===== src/rtl/mem_access_unit.sv =====
// mem_access_unit: MIPS load/store initiator for a word-wide, little-endian data port.
// Handles LB/LBU/LH/LHU/LW/LWL/LWR/SB/SH/SW with alignment and illegal-op faults.
// Default build: the port has no byte enables, so SB/SH use read-modify-write.
// Optional macro MEM_BYTE_ENABLE_EN adds data_byteenable[3:0] and single-cycle SB/SH.
module mem_access_unit #(
    parameter int unsigned ADDR_W = 32,
    parameter int unsigned DATA_W = 32
) (
    input  logic              clk,
    input  logic              reset,
    input  logic              req_valid,
    output logic              req_ready,
    input  logic [3:0]        req_op,
    input  logic [ADDR_W-1:0] req_addr,
    input  logic [DATA_W-1:0] req_wdata,
    output logic              resp_valid,
    output logic [DATA_W-1:0] resp_rdata,
    output logic              resp_fault,
    output logic [ADDR_W-1:0] data_address,
    output logic              data_write,
    output logic [DATA_W-1:0] data_writedata,
`ifdef MEM_BYTE_ENABLE_EN
    output logic [3:0]        data_byteenable,
`endif
    input  logic [DATA_W-1:0] data_readdata
);

    typedef enum logic [2:0] {
        IDLE,
        RD_ISSUE,
        RD_DONE,
        WR,
        RMW_MERGE,
        FAULT
    } state_t;

    typedef enum logic [3:0] {
        OP_LB  = 4'd0,
        OP_LBU = 4'd1,
        OP_LH  = 4'd2,
        OP_LHU = 4'd3,
        OP_LW  = 4'd4,
        OP_LWL = 4'd5,
        OP_LWR = 4'd6,
        OP_SB  = 4'd8,
        OP_SH  = 4'd9,
        OP_SW  = 4'd10
    } op_t;

    localparam logic [DATA_W-1:0] ONES      = '1;
    localparam logic [DATA_W-1:0] BYTE_MASK = DATA_W'(32'h0000_00FF);
    localparam logic [DATA_W-1:0] HALF_MASK = DATA_W'(32'h0000_FFFF);

    state_t            state, state_nx;
    logic [3:0]        op_q;
    logic [ADDR_W-1:0] addr_q;
    logic [DATA_W-1:0] wdata_q;

    logic              req_fault;
    logic [1:0]        lane;
    logic [4:0]        sh_lo;
    logic [4:0]        sh_hi;
    logic [DATA_W-1:0] rd_shift;
    logic [DATA_W-1:0] load_data;
    logic [DATA_W-1:0] lane_mask;
    logic [DATA_W-1:0] lane_ins;
    logic [DATA_W-1:0] merge_data;
    logic [ADDR_W-1:0] word_addr;

    // Byte-lane shift amounts: sh_lo = 8*b, sh_hi = 8*(3-b) (3-b is ~b on two bits).
    assign lane      = addr_q[1:0];
    assign sh_lo     = {lane, 3'b000};
    assign sh_hi     = {~lane, 3'b000};
    assign rd_shift  = data_readdata >> sh_lo;
    assign word_addr = {addr_q[ADDR_W-1:2], 2'b00};

    // Request-state register and request latch.
    always_ff @(posedge clk) begin
        if (reset) begin
            state   <= IDLE;
            op_q    <= '0;
            addr_q  <= '0;
            wdata_q <= '0;
        end else begin
            state <= state_nx;
            if (req_valid && state == IDLE) begin
                op_q    <= req_op;
                addr_q  <= req_addr;
                wdata_q <= req_wdata;
            end
        end
    end

    // Alignment and legality check on the incoming request.
    always_comb begin
        req_fault = 1'b0;
        case (req_op)
            OP_LB, OP_LBU, OP_LWL, OP_LWR, OP_SB: req_fault = 1'b0;
            OP_LH, OP_LHU, OP_SH:                 req_fault = req_addr[0];
            OP_LW, OP_SW:                         req_fault = |req_addr[1:0];
            default:                              req_fault = 1'b1;
        endcase
    end

    // Load result formatting from the returned word.
    always_comb begin
        load_data = '0;
        case (op_q)
            OP_LB:   load_data = {{24{rd_shift[7]}}, rd_shift[7:0]};
            OP_LBU:  load_data = {24'b0, rd_shift[7:0]};
            OP_LH:   load_data = {{16{rd_shift[15]}}, rd_shift[15:0]};
            OP_LHU:  load_data = {16'b0, rd_shift[15:0]};
            OP_LW:   load_data = data_readdata;
            // Unaligned-left: memory bytes fill the top, rt keeps the low 8*(3-b) bits.
            OP_LWL:  load_data = (data_readdata << sh_hi) | (wdata_q & ~(ONES << sh_hi));
            // Unaligned-right: memory bytes fill the bottom, rt keeps the high 8*b bits.
            OP_LWR:  load_data = (data_readdata >> sh_lo) | (wdata_q & ~(ONES >> sh_lo));
            default: load_data = '0;
        endcase
    end

    // Read-modify-write merge: replace the target lane(s) of the read word.
    always_comb begin
        if (op_q == OP_SB) begin
            lane_mask = BYTE_MASK << sh_lo;
            lane_ins  = {24'b0, wdata_q[7:0]} << sh_lo;
        end else begin
            lane_mask = HALF_MASK << sh_lo;
            lane_ins  = {16'b0, wdata_q[15:0]} << sh_lo;
        end
        merge_data = (data_readdata & ~lane_mask) | (lane_ins & lane_mask);
    end

    // Next-state and output decode.
    always_comb begin
        state_nx       = state;
        req_ready      = 1'b0;
        resp_valid     = 1'b0;
        resp_fault     = 1'b0;
        resp_rdata     = '0;
        data_address   = '0;
        data_write     = 1'b0;
        data_writedata = '0;
`ifdef MEM_BYTE_ENABLE_EN
        data_byteenable = 4'b0000;
`endif
        case (state)
            IDLE: begin
                req_ready = 1'b1;
                if (req_valid) begin
                    if (req_fault) begin
                        state_nx = FAULT;
                    end else if (req_op == OP_SW) begin
                        state_nx = WR;
`ifdef MEM_BYTE_ENABLE_EN
                    end else if (req_op == OP_SB || req_op == OP_SH) begin
                        state_nx = WR;
`endif
                    end else begin
                        state_nx = RD_ISSUE;
                    end
                end
            end
            RD_ISSUE: begin
                data_address = word_addr;
                // Only legal ops reach here; bit 3 set marks the sub-word stores.
                state_nx = op_q[3] ? RMW_MERGE : RD_DONE;
            end
            RD_DONE: begin
                resp_valid = 1'b1;
                resp_rdata = load_data;
                state_nx   = IDLE;
            end
            WR: begin
                data_address = word_addr;
                data_write   = 1'b1;
                resp_valid   = 1'b1;
                state_nx     = IDLE;
`ifdef MEM_BYTE_ENABLE_EN
                case (op_q)
                    OP_SB: begin
                        data_writedata  = {4{wdata_q[7:0]}};
                        data_byteenable = 4'b0001 << lane;
                    end
                    OP_SH: begin
                        data_writedata  = {2{wdata_q[15:0]}};
                        data_byteenable = 4'b0011 << lane;
                    end
                    default: begin
                        data_writedata  = wdata_q;
                        data_byteenable = 4'b1111;
                    end
                endcase
`else
                data_writedata = wdata_q;
`endif
            end
            RMW_MERGE: begin
                data_address   = word_addr;
                data_write     = 1'b1;
                data_writedata = merge_data;
                resp_valid     = 1'b1;
`ifdef MEM_BYTE_ENABLE_EN
                data_byteenable = 4'b1111;
`endif
                state_nx = IDLE;
            end
            FAULT: begin
                resp_valid = 1'b1;
                resp_fault = 1'b1;
                state_nx   = IDLE;
            end
            default: state_nx = IDLE;
        endcase
    end

endmodule


===== config.mk =====
export PLATFORM = sky130hd
export DESIGN_NAME = mem_access_unit
export DESIGN_NICKNAME = d
export VERILOG_FILES = /design/src/rtl/mem_access_unit.sv
export SDC_FILE = /design/constraint.sdc
export NUM_CORES = 1
export LEC_CHECK = 0
export BUFFER_PORTS_ARGS = -buffer_cell sky130_fd_sc_hd__clkbuf_2
export CORE_ASPECT_RATIO = 0.7
export CORE_MARGIN = 2
export CORE_UTILIZATION = 46
export DETAILED_ROUTE_END_ITERATION = 8
export PLACE_DENSITY = 0.76
export SYNTH_ARGS = -nofsm -noshare
export SYNTH_HDL_FRONTEND = slang
export SYNTH_SLANG_ARGS = --single-unit

===== constraint.sdc =====
create_clock -name clk -period 1.6 [get_ports clk]
set_input_delay 0.08 -clock clk [delete_from_list [all_inputs] [get_ports clk]]
set_output_delay 0.08 -clock clk [all_outputs]
set_load 0.1 [all_outputs]

==> run metrics, run 1 <==
outcome stopped before the end; Failed at clock tree synthesis (4_1_cts); Run Error [ERROR DPL-0033] detailed placement checks failed during check placement.; Ys Warns 0; Starting Density 47.3%; routability congestion estimate from global placement 1.02; Post-CTS Setup Bufs 18; Cell Area, Synth 5570 µm²; # placed instances 1,221; Avg Synthesized Cell Area 6.71 µm²; Root Driver clkbuf_16; Post-CTS Resized 110; width of the die 135 µm; Post-synth EDFFs 0; Max clock buf depth 2; Synth Area in XOR/XNOR 0.157%; main flop type after synthesis dfxtp_1; area share of the largest cell type after synthesis 25.5%; synth top area cells dfxtp_1, nand2_1, a21oi_1; CTS buffer count 9; Synth async-reset ratio 0%; main combinational cell family by area after synthesis compound AO/OA/AOI/OAI gates; Port Buffers 200; largest area contributor in the netlist dfxtp_1; Vert. Die Dim 96.0 µm; CTS Hold Buffers Added 47; post-DP HPWL 21.4 mm; Compound-Gate Fraction of Synth Area 29.4%; row count 33; cell count after synthesis 829; Post-Synth Simple-Gate Area 28.1%; number of unique standard cell types used by synthesis 55; mux cell area share after synthesis 8.97%; sequential share of the synthesized area 25.5%; post-synthesis adder-cell area fraction 0%; I/O Pins 203; register bit total from synthesis 71; Setup Slack @ Placement -0.494 ns; H-tree lvl count 3; clk sink count 71
==> metrics by stage <==
step	TNS [ns]	instance area, µm²
floorplan	-57.27	6890
detailed placement	-21.96	10100
global placement	-20.57	10100
==> kinds of logic after synthesis <==
| group | count (synthesis) |
|---|---|
| compound gates | 263 |
| simple gates | 343 |
| xor+xnor | 1 |
| mux | 49 |
| buf+inv | 101 |
| flops | 71 |
| other cells | 1 |
==> cell usage after synthesis (all sizes together) (2+ instances only) <==
cell / count
nand2: 199
a21oi: 100
dfxtp: 71
nor2: 56
o21ai: 55
mux2i: 42
clkbuf: 41
buf: 37
and2: 33
a31oi: 24
inv: 23
o221ai: 17
o22ai: 15
a22oi: 9
nand3: 9
nand4b: 9
a211oi: 8
a22o: 8
o221a: 8
a222oi: 7
mux2: 7
nand2b: 7
nand4: 6
nor2b: 5
nor3: 5
nor3b: 3
or4b: 3
a21o: 2
nand3b: 2
nor4: 2
o211ai: 2
==> run 2: changes to the inputs <==
--- a/config.mk
+++ b/config.mk
@@ -6,11 +6,10 @@
 export NUM_CORES = 1
 export LEC_CHECK = 0
 export BUFFER_PORTS_ARGS = -buffer_cell sky130_fd_sc_hd__clkbuf_2
-export CORE_ASPECT_RATIO = 0.7
 export CORE_MARGIN = 2
-export CORE_UTILIZATION = 46
+export CORE_UTILIZATION = 35
 export DETAILED_ROUTE_END_ITERATION = 8
-export PLACE_DENSITY = 0.76
+export PLACE_DENSITY_LB_ADDON = 0.15
 export SYNTH_ARGS = -nofsm -noshare
 export SYNTH_HDL_FRONTEND = slang
 export SYNTH_SLANG_ARGS = --single-unit
==> constraint.sdc (replaced) <==
create_clock -name clk -period 2.08 [get_ports clk]
set_input_delay 0.104 -clock clk [delete_from_list [all_inputs] [get_ports clk]]
set_output_delay 0.104 -clock clk [all_outputs]
set_load 0.1 [all_outputs]
==> run 2 against run 1 <==
  * The flow now finishes, with violations (setup timing)
  * Synthesized cell count unchanged
  * Synthesized area unchanged
==> run metrics, run 2 <==
initial antenna violation count 0; Min-Delay Startpoint req_wdata[11]; share of cells above drive strength 1 43.8%; drt total wl 27.9 mm; CP max-delay cell or4b_4; I/O Pins 203; area share of the largest cell type after synthesis 25.5%; critical path, cell by cell buf_12 -> buf_4 -> mux2i_1 -> or4b_4 -> a31o_4 -> a31oi_4 -> buf_12; met3 Use GR 7.75%; Fmax achieved 425 MHz; Routed Antenna Nets 0; routability congestion estimate from global placement 0.997; Port Buffers 200; Root Driver clkbuf_16; Vias per Instance 5.68; clock skew 0.00947 ns; post-DP HPWL 19.3 mm; die area 16,900 µm²; CTS tree done; Final period util 113%; Hold/Removal Path Class input port to flop; met1 usage 41.1%; sequential share of the synthesized area 25.5%; Reg2Reg Setup Slack 0.32 ns; critical path peak fanout 9; PD cells 538 nW/µm²; Slew HR 48.3%; cell family with most CP delay simple AND/OR/NAND/NOR gates; Hold EP wdata_q[11]; GR peak layer met2; Ys Warns 0; Crit Path Class flop to output pin; worst skew pair latency 0.34 ns; Hold Path Stages 3; Core Box Area 15,700 µm²; Critical Path AT 2.25 ns; Final Max Tran Viols 0; synth top area cells dfxtp_1, nand2_1, a21oi_1; DR iter-0 viols 687; number of unique standard cell types used by synthesis 55; commonest non-fill, non-tap cell in the layout nand2_1; Post-synth top cells nand2_1, a21oi_1, dfxtp_1; row count 46; main flop type after synthesis dfxtp_1; Critical Path Start Type flop; most frequent cell on the critical path buf_12; width of the die 130 µm; max incr delay on CP 0.50 ns; Vert. Die Dim 130 µm; clk sink count 71; ant diodes 0; CTS buffer count 9; Residual DRC 0; Synth async-reset ratio 0%; Post-synth EDFFs 0; Max Cap Viol 0; clock-pin slew on the worst setup and hold paths 0.06 ns; first-pass GRT wire length 41.2 mm; H-tree lvl count 3; crit end category output pin; Avg Synthesized Cell Area 6.71 µm²; failing checks setup timing; met2 usage 51.2%; final hold viol count 0; commonest non-fill, non-tap cells in the layout nand2_1, buf_12, clkbuf_2; Starting Density 35.4%; WP data required 1.98 ns; GR Overflow Total 0; CP startpoint addr_q[1]; Final #Nets 1,218; vias in the first global route 7,206; largest net degree at the start of global routing 51; Worst Path Buf+Inv 3; final worst slack -0.275 ns; synth-to-layout area growth 97.6%; Tot GR Track Use 31.8%; largest area contributor in the netlist dfxtp_1; VDD IR max 577 µV; vias 7,594; Cell Area, Synth 5570 µm²; count leader, synth nand2_1; Max clock buf depth 2; clock period minus worst slack 2.35 ns; cell count after synthesis 829; register bit total from synthesis 71; Final Util 70.0%; outcome finished with violations; drt wl/cell 20.9 µm; reg-to-reg endpoint addr_q[7]; Setup Slack @ Placement -0.0419 ns; R2R depth 7; RSZ-0062 raised after global routing yes; reg-to-reg startpoint state[1]; DRT Pass-1 Iters 6; Largest regs addr_q: 32 flops, wdata_q: 32 flops, op_q: 4 flops; P_leak 0.00415 µW; Slew @ Worst Pin 0.776 ns; final setup violation count 56
-- run 2: cell counts after synthesis --
Identical to the previous run, type by type.
-- run 2: stage by stage --
stage               area [µm²]  setup TNS [ns]  hold slack [ns]  total power, µW  instances
finish                   11000           -8.95           0.0104             5920       1336
global route             11000          -11.67           0.0173             6140       1336
CTS                      10600           -7.56          0.00166             5740       1329
detailed placement        9260         -0.0419            0.331             4040       1242
global placement          9260               0            0.326             4020       1242
floorplan                 6260           -3.85            0.240             3150        830
-- run 2: layer usage --
metal | vias up | wire, µm
li1 | 3524 | -
met1 | 3545 | 10800
met2 | 448 | 13100
met3 | 77 | 2790
met4 | 0 | 1100
met5 | - | 0
-- run 2: layout make-up --
class                   instances  area, µm²
clock inverters                 5       31.3
inverters                      23       86.3
repair buffers                351       3950
multi-input cells             659       4970
fillers                      1231       4710
flip-flops and latches         71       1440
well taps                     216        270
clock buffers                  11        253
-- run 2: cells by family (layout without fill, tap and decap cells) --
logic type	Yosys count	in the layout	share of synthesized area, %
and+or+nand+nor	343	344	28.1
AOI/OAI and AO/OA	263	263	29.4
buffers and inverters	101	390	7.80
DFF	71	71	25.5
muxes	49	49	8.97
other	1	2	0.0674
xor gates and xnor gates	1	1	0.157
-- run 2: worst reg2reg max path: cells and delay by family (launching register included) --
kind / cells / cell delay, ns
buffers and inverters: 3 / 0.76
flip-flops: 1 / 0.40
AND/OR/NAND/NOR: 3 / 0.28
AO/OA/AOI/OAI: 1 / 0.23
-- run 2: power by group --
| part | leakage [µW] | switching (µW) | internal, µW | total (µW) |
|---|---|---|---|---|
| clock network | 0.000142 | 606 | 870 | 1480 |
| logic | 0.00343 | 1730 | 1070 | 2810 |
| registers | 0.000587 | 171 | 1470 | 1640 |
| total | 0.00415 | 2510 | 3410 | 5920 |
-- run 2: what timing repair did --
action / CTS / global route
pin swaps: 65 / 32
setup endpoints to repair: 64 / 93
hold buffers: 52 / 0
gates resized for setup: 97 / 61
hold endpoints to repair: 52 / 0
buffers inserted: 20 / 7
cloned: 1 / 1
-- run 2: worst max-delay path by stage --
| stage | endpoint | slack [ns] | depth (start not counted) |
|---|---|---|---|
| 2_1_floorplan | data_writedata[10] | -0.19 | 5 |
| 3_3_place_gp | resp_rdata[13] | 0.0004 | 9 |
| 3_5_place_dp | resp_rdata[22] | -0.04 | 6 |
| 4_1_cts | resp_rdata[3] | -0.22 | 7 |
| 5_1_grt | resp_rdata[4] | -0.32 | 7 |
| 6_report | resp_rdata[14] | -0.27 | 7 |
Power figures use the tool's default switching activity.
